--- config.mk ---
export PLATFORM = sky130hd
export DESIGN_NAME = sar_adc_ctrl_flat
export DESIGN_NICKNAME = d
export VERILOG_FILES = /design/src/rtl/sar_adc_ctrl_if.sv /design/src/rtl/sar_adc_ctrl.sv /design/src/flat_wrapper.sv
export SDC_FILE = /design/constraint.sdc
export NUM_CORES = 1
export LEC_CHECK = 0
export CAP_MARGIN = 20
export CORE_MARGIN = 2
export CORE_UTILIZATION = 51
export DETAILED_ROUTE_END_ITERATION = 10
export HOLD_SLACK_MARGIN = 0.1
export PLACE_DENSITY = 0.78
export SLEW_MARGIN = 25
export SYNTH_ARGS = -nofsm -noshare
export SYNTH_HDL_FRONTEND = slang
export SYNTH_SLANG_ARGS = --single-unit
export TNS_END_PERCENT = 50
--- constraint.sdc ---
create_clock -name clk_i -period 2 [get_ports clk_i]
set_input_delay 0.4 -clock clk_i [delete_from_list [all_inputs] [get_ports clk_i]]
set_output_delay 0.4 -clock clk_i [all_outputs]
set_load 0.005 [all_outputs]
--- src/rtl/sar_adc_ctrl_if.sv ---
// Handshake and analog-front-end signals of the SAR ADC controller.
// The slave modport is the controller; the master side is the fabric/front end.
interface sar_adc_ctrl_if #(
  parameter int N_BITS = 8
);
  logic              start_i;
  logic              cmp_i;
  logic              sample_o;
  logic [N_BITS-1:0] dac_code_o;
  logic              cmp_latch_o;
  logic              busy_o;
  logic              valid_o;
  logic [N_BITS-1:0] data_o;

  modport master (
    output start_i, cmp_i,
    input  sample_o, dac_code_o, cmp_latch_o, busy_o, valid_o, data_o
  );

  modport slave (
    input  start_i, cmp_i,
    output sample_o, dac_code_o, cmp_latch_o, busy_o, valid_o, data_o
  );
endinterface

--- src/rtl/sar_adc_ctrl.sv ---
// Successive-approximation controller: track/hold, per-bit DAC trial with settle
// time, comparator strobe, and a start/busy/valid result handshake.
module sar_adc_ctrl #(
  parameter int N_BITS        = 8,
  parameter int SAMPLE_CYCLES = 4,
  parameter int SETTLE_CYCLES = 2
) (
  input logic           clk_i,
  input logic           rst_ni,
  sar_adc_ctrl_if.slave bus
);

  localparam logic [2:0] S_IDLE   = 3'd0;
  localparam logic [2:0] S_SAMPLE = 3'd1;
  localparam logic [2:0] S_SETTLE = 3'd2;
  localparam logic [2:0] S_DECIDE = 3'd3;
  localparam logic [2:0] S_DONE   = 3'd4;

  localparam int CNT_MAX = (SAMPLE_CYCLES > SETTLE_CYCLES) ? SAMPLE_CYCLES : SETTLE_CYCLES;
  localparam int CNT_W   = (CNT_MAX < 2) ? 1 : $clog2(CNT_MAX);
  localparam int K_W     = $clog2(N_BITS);

  logic [2:0]        state;
  logic [CNT_W-1:0]  cnt;
  logic [K_W-1:0]    bit_idx;
  logic [N_BITS-1:0] sar;
  logic [N_BITS-1:0] data_q;

  // The sar register doubles as the DAC code: it is zero outside a conversion
  // and holds the final code during DONE.
  assign bus.sample_o    = (state == S_SAMPLE);
  assign bus.cmp_latch_o = (state == S_DECIDE);
  assign bus.busy_o      = (state != S_IDLE);
  assign bus.valid_o     = (state == S_DONE);
  assign bus.dac_code_o  = sar;
  assign bus.data_o      = data_q;

  always_ff @(posedge clk_i or negedge rst_ni) begin
    if (!rst_ni) begin
      state   <= S_IDLE;
      cnt     <= '0;
      bit_idx <= '0;
      sar     <= '0;
      data_q  <= '0;
    end else begin
      case (state)
        S_IDLE: begin
          if (bus.start_i) begin
            state <= S_SAMPLE;
            cnt   <= CNT_W'(SAMPLE_CYCLES - 1);
          end
        end
        S_SAMPLE: begin
          if (cnt == '0) begin
            state   <= S_SETTLE;
            cnt     <= CNT_W'(SETTLE_CYCLES - 1);
            bit_idx <= K_W'(N_BITS - 1);
            sar     <= {1'b1, {(N_BITS-1){1'b0}}};
          end else begin
            cnt <= cnt - 1'b1;
          end
        end
        S_SETTLE: begin
          if (cnt == '0) begin
            state <= S_DECIDE;
          end else begin
            cnt <= cnt - 1'b1;
          end
        end
        // Keep or clear the bit under trial, then either arm the next lower
        // bit or publish the whole code at once.
        S_DECIDE: begin
          sar[bit_idx] <= bus.cmp_i;
          if (bit_idx != '0) begin
            sar[bit_idx - 1'b1] <= 1'b1;
            bit_idx             <= bit_idx - 1'b1;
            cnt                 <= CNT_W'(SETTLE_CYCLES - 1);
            state               <= S_SETTLE;
          end else begin
            data_q <= {sar[N_BITS-1:1], bus.cmp_i};
            state  <= S_DONE;
          end
        end
        S_DONE: begin
          state <= S_IDLE;
          sar   <= '0;
        end
        default: begin
          state <= S_IDLE;
          sar   <= '0;
        end
      endcase
    end
  end

endmodule

--- src/flat_wrapper.sv ---
// flat-port wrapper written by rule: the top's interface ports become plain ports
module sar_adc_ctrl_flat 
#(
  parameter int N_BITS        = 8,
  parameter int SAMPLE_CYCLES = 4,
  parameter int SETTLE_CYCLES = 2
)
  (clk_i, rst_ni, bus_start_i, bus_cmp_i, bus_sample_o, bus_dac_code_o, bus_cmp_latch_o, bus_busy_o, bus_valid_o, bus_data_o);
  sar_adc_ctrl_if #(.N_BITS(N_BITS)) bus_i ();
  input logic clk_i;
  input logic rst_ni;
  input wire logic [$bits(bus_i.start_i)-1:0] bus_start_i;
  input wire logic [$bits(bus_i.cmp_i)-1:0] bus_cmp_i;
  output wire logic [$bits(bus_i.sample_o)-1:0] bus_sample_o;
  output wire logic [$bits(bus_i.dac_code_o)-1:0] bus_dac_code_o;
  output wire logic [$bits(bus_i.cmp_latch_o)-1:0] bus_cmp_latch_o;
  output wire logic [$bits(bus_i.busy_o)-1:0] bus_busy_o;
  output wire logic [$bits(bus_i.valid_o)-1:0] bus_valid_o;
  output wire logic [$bits(bus_i.data_o)-1:0] bus_data_o;
  assign bus_i.start_i = bus_start_i;
  assign bus_i.cmp_i = bus_cmp_i;
  assign bus_sample_o = bus_i.sample_o;
  assign bus_dac_code_o = bus_i.dac_code_o;
  assign bus_cmp_latch_o = bus_i.cmp_latch_o;
  assign bus_busy_o = bus_i.busy_o;
  assign bus_valid_o = bus_i.valid_o;
  assign bus_data_o = bus_i.data_o;
  sar_adc_ctrl #(.N_BITS(N_BITS), .SAMPLE_CYCLES(SAMPLE_CYCLES), .SETTLE_CYCLES(SETTLE_CYCLES)) u_core (.clk_i(clk_i), .rst_ni(rst_ni), .bus(bus_i));
endmodule
After elaboration in Yosys (flattened, before gate mapping)
Cells that the tools add are included.

Register bits after elaboration: 24. Bits of input ports: 4. Output and inout port bits: 20. Logic and storage cells: 58.

Add/subtract/negate cells: 2. Magnitude comparators: 4. Eq/ne operators: 9. Muxes and demuxes: 21. Bitwise operators: 3. Reductions and logical operators: 14.

Operators by type and width (count): case mux 8 bit (3 select lines) (1); 2-to-1 mux 3 bit (6); 2-to-1 mux 8 bit (2); case mux 3 bit (4 select lines) (1); bitwise mux 8 bit (1); less-than comparator 3 x 4 -> 1 bit, second input constant (2); 2-to-1 mux 2 bit (4); OR 8 bit (1); case mux 2 bit (4 select lines) (1); demux 1 bit (select 3 bit) (2); == test 3 x 2 -> 1 bit, second input constant (2); >= comparator 3 x 1 -> 1 bit, second input constant (2); inequality test 2 x 1 -> 1 bit, second input constant (3); case mux 3 bit (2 select lines) (1); AND reduction 3 bit (2); nonzero test 3 bit (2); inequality test 2 bit, second input constant (2); AND reduction 2 bit (2); AND reduction 4 bit (1); nonzero test 4 bit (1); == test 3 x 1 -> 1 bit, second input constant (1); == test 3 bit, second input constant (1); logical NOT 3 bit (1); subtractor 3 x 1 -> 3 bit, second input constant (1); 7 further kinds (10).

Depth between registers and ports, before layout
Depth after elaboration: 8. Depth in mapped cells: 6. Mapped depth without buffers: 5.

Worst setup path after synthesis
No wires, ideal clock.

Path type: register to register. From: reg u_core.bit_idx[1]. To: reg u_core.cnt[1]. Setup time: 0.082 ns. Data arrival time: 1.570 ns. Data required time: 1.918 ns. Setup slack: 0.348 ns. Stages on the path, launching flop included: 7. Buffers on the path: 1. Clock period less this slack: 1.652 ns. Cell sequence: dfrtp_1 -> clkbuf_1 -> inv_1 -> ha_1 -> and4b_1 -> o41a_1 -> a31oi_1.

Longest elaborated chain between the ends: 3.

Ends and longest elaborated chain: start: declaration (RTL line sar_adc_ctrl.sv:25) `logic [K_W-1:0] bit_idx;`; start signal: assignment (RTL line sar_adc_ctrl.sv:57) `bit_idx <= K_W'(N_BITS - 1);`; start signal: assignment (RTL line sar_adc_ctrl.sv:76) `bit_idx <= bit_idx - 1'b1;`; nonzero test 3 bit (RTL line sar_adc_ctrl.sv:74) `if (bit_idx != '0) begin`; inequality test 2 x 1 -> 1 bit (no source line); AND reduction 4 bit (no source line); end signal: assignment (RTL line sar_adc_ctrl.sv:60) `cnt <= cnt - 1'b1;`; end signal: assignment (RTL line sar_adc_ctrl.sv:67) `cnt <= cnt - 1'b1;`; end signal: assignment (RTL line sar_adc_ctrl.sv:77) `cnt <= CNT_W'(SETTLE_CYCLES - 1);`; end: declaration (RTL line sar_adc_ctrl.sv:24) `logic [CNT_W-1:0] cnt;`.

No other way between the ends. A chain may end at the register's enable or synchronous reset.

Worst setup path in the final report
From: reg u_core.state[1]. To: out bus_sample_o.

Longest elaborated chain between the ends: 1.

Ends and longest elaborated chain: start: declaration (RTL line sar_adc_ctrl.sv:23) `logic [2:0] state;`; start signal: assignment (RTL line sar_adc_ctrl.sv:40) `state <= S_IDLE;`; start signal: assignment (RTL line sar_adc_ctrl.sv:49) `state <= S_SAMPLE;`; start signal: assignment (RTL line sar_adc_ctrl.sv:55) `state <= S_SETTLE;`; == test 3 x 1 -> 1 bit (RTL line sar_adc_ctrl.sv:31) `assign bus.sample_o = (state == S_SAMPLE);`; end: declaration (RTL line flat_wrapper.sv:14) `output wire logic [$bits(bus_i.sample_o)-1:0] bus_sample_o;`.

No other way between the ends.

==> flow_metrics.tcl <==
set metrics [dict create \
    syn_area_per_cell_um2 10.5 \
    synth.distinct_cells 42 \
    finClkSkew_ns 0.00760 \
    ys_seq_area_share_pct 43.8 \
    crit_arrival_ns 1.53 \
    hold_viol 0 \
    die_width_um 55.8 \
    gp_congestion 0.799 \
    netlist.top_cell.by_area "dfrtp_1" \
    rsz0062_at_grt "false" \
    dieArea_um2 3120 \
    fmaxAchievable_ghz 0.518 \
    cts_tree "yes" \
    drtIter0Drc 29 \
    endpoint_kind "output port" \
    drt-total-wl_um 3140 \
    synthAdderAreaFrac_pct 3.65 \
    portBuffers 23 \
    required_ns 1.60 \
    maxCapViolCount 0 \
    dr.pass1.iters 4 \
    design_area_um2 1720 \
    power-per-cell-area_nw_per_um2 1550 \
    pin_count 24 \
    status "finished, final reports clean" \
    worstMarginPinSlew_ns 0.565 \
    cp_max_fo 6 \
    die-height_um 55.8 \
    synth_top_family_by_area "simple AND/OR/NAND/NOR gates" \
    setup_viol 0 \
    clk_latency_ns 0.32 \
    clk_path_buf_depth 2 \
    placed_area_um2 1650 \
    grt_max_degree 25 \
    cts.sinks 24 \
    ys_ff_latch 24 \
    layout-drive-gt1-share_pct 13.2 \
    fin_setup_tns_ns 0 \
    grt_pass1_vias 1094 \
    synth_compound_area_share_pct 14.0 \
    min_path_type "input pin to async pin" \
    post-route-drc-count 0 \
    start_util_pct 54.3 \
    cts_hold_repair.buffers 0 \
    crit_type "flop to output port" \
    via_per_inst 6.04 \
    yosysTopAreaCellShare_pct 43.8 \
    syn2layout_area_growth_pct 25.6 \
    slew_viol_final 0 \
    antenna_found_initial 0 \
    htreeDepth 1 \
    synth_xor_area_share_pct 0.639 \
    fill_cells 200 \
    grt_first_pass_wirelength_um 5320 \
    num_vias 1141 \
    finalCriticalPeriod_ns 1.93 \
    relSlewSlack_pct 61.8 \
    row_count 18 \
    antenna_left 0 \
    critPathLaunchType "flop" \
    ys.warnings.count 0 \
    syn_nets 138 \
    place_inst 182 \
    grt_use_total_pct 21.9 \
    yosys.area_share.simple_pct 19.5 \
    core_um2 2520 \
    netlist_instances 130 \
    cts.clk_slew.worst_paths_ns 0.13 \
    yosys-top-cells-area "dfrtp_1 (44%), mux2i_1 (6.6%), mux2_1 (6.6%)" \
    numCtsBuffers 3 \
    grt_overflow 0 \
    vdd_ir_drop_max_mv 0.981 \
    insertedDiodeCount 0 \
    synth_area_um2 1370 \
    period_share_pct 96.5 \
    fin_cells 189 \
    dpl.hpwl_um 2100 \
    root_buffer "clkbuf_4" \
    power.leakage_uw 0.000767 \
    drt-wirelength-per-cell_um 16.6 \
    synth_mux_area_share_pct 13.2 \
    fin_nets 169 \
]
==> worst max-delay path: stages, from the launching register on <==
cell             delay (ns)
dfrtp_2                0.48
nor3b_1                0.20
clkdlybuf4s50_1        0.53
==> area by class of cell <==
cell class                 instances  area [um2]  share of cell area [%]
tap                               30        37.5                    2.18
inverter                           7        26.3                    1.53
multi-input combinational         90         711                    41.3
sequential                        24         604                    35.1
timing repair buffer              35         319                    18.5
clock buffer                       3        22.5                    1.31
==> metrics by stage <==
stage	utilization, %	total power [uW]	hold slack (ns)	setup WS, ns
finish	68.2	2670	0.405	0.0708
global route	68.2	2890	0.464	0.00675
CTS	67.6	2640	0.425	0.0303
detailed placement	65.5	2400	0.477	0.227
global placement	65.5	2330	0.467	0.275
floorplan	-	1790	0.104	0.348
==> cell usage after synthesis <==
cell / instances
dfrtp_1: 24
or3_1: 3
inv_2: 1
a21o_1: 1
and2_1: 1
nand3_1: 9
o211ai_1: 4
a211o_1: 1
clkinv_1: 1
o31a_1: 1
clkbuf_1: 4
o21ai_0: 1
o2111ai_1: 3
nand2_1: 1
and3b_1: 1
xor2_1: 1
and3_1: 1
a31oi_1: 1
nor3_1: 3
nor4b_1: 1
mux2_1: 8
o221ai_1: 4
mux2i_1: 9
nor3b_1: 5
nor4_1: 1
a2111oi_0: 1
ha_1: 4
o21ai_1: 1
nor4bb_1: 1
a22o_1: 1
nor2b_1: 2
and4b_1: 1
buf_6: 1
o41a_1: 1
buf_2: 4
nor2_1: 6
a21oi_1: 4
nand3b_2: 1
nand3b_1: 5
nand2b_1: 1
o32a_1: 1
inv_1: 5
==> worst paths after layout <==
check | startpoint | to | slack (ns) | depth (start not counted)
setup / recovery | u_core.state[1] | bus_sample_o | 0.07 | 2
hold / removal | rst_ni | u_core.bit_idx[1] | 0.41 | 2
setup reg to reg | u_core.cnt[0] | u_core.bit_idx[2] | 0.31 | 4
hold reg to reg | u_core.bus.data_o[4] | u_core.bus.data_o[4] | 0.50 | 1
max in group asynchronous | rst_ni | u_core.state[0] | 1.35 | 2
min in group clk_i | u_core.bus.data_o[4] | u_core.bus.data_o[4] | 0.50 | 1
==> logic make-up (layout without fill, tap and decap cells) <==
kind of cell	Yosys count	count (layout)
buf+inv	16	45
flops	24	24
mux	17	17
simple gates	43	43
xor+xnor	1	1
compound gates	25	25
fa+ha+maj	4	4
==> state kept, by name, summed over array words and instances, names as in the netlist <==
signal / cells
u_core.bit_idx: 3
u_core.bus.dac_code_o: 8
u_core.bus.data_o: 8
u_core.cnt: 2
u_core.state: 3
==> power by group <==
group / internal, uW / switching (uW)
combinational: 809 / 748
sequential: 701 / 195
clock: 70.7 / 146
total: 1580 / 1090
==> metal layers <==
| metal | vias up | wire [um] | global-route usage (%) |
|---|---|---|---|
| met4 | 0 | 97 | 9.86 |
| met5 | - | 0 | 0 |
| met2 | 28 | 1440 | 33.0 |
| met1 | 557 | 1450 | 30.9 |
| li1 | 547 | - | - |
| met3 | 9 | 162 | 3.95 |
==> what timing repair did <==
item	CTS	global route
gates resized for setup	2	4
buffers inserted	4	0
gates cloned	0	0
endpoints found under the setup margin	3	2
endpoints found under the hold margin	0	0
==> cells in the final DEF, fill, tap and decap left out, types with 2 or more instances in the layout <==
master,synthesis,routed
clkdlybuf4s50_1,0,22
dfrtp_1,24,21
buf_4,0,12
mux2i_1,9,9
nand3_1,9,9
mux2_1,8,8
nor2_1,6,6
inv_1,5,5
nor3b_1,5,5
nand3b_1,5,5
a21oi_1,4,4
o221ai_1,4,4
o211ai_1,4,4
ha_1,4,4
or3_1,3,3
o2111ai_1,3,3
clkbuf_4,0,3
dfrtp_2,0,3
nor3_1,3,2
nor2b_1,2,2
Note: power is estimated with default switching activity, not from simulation.
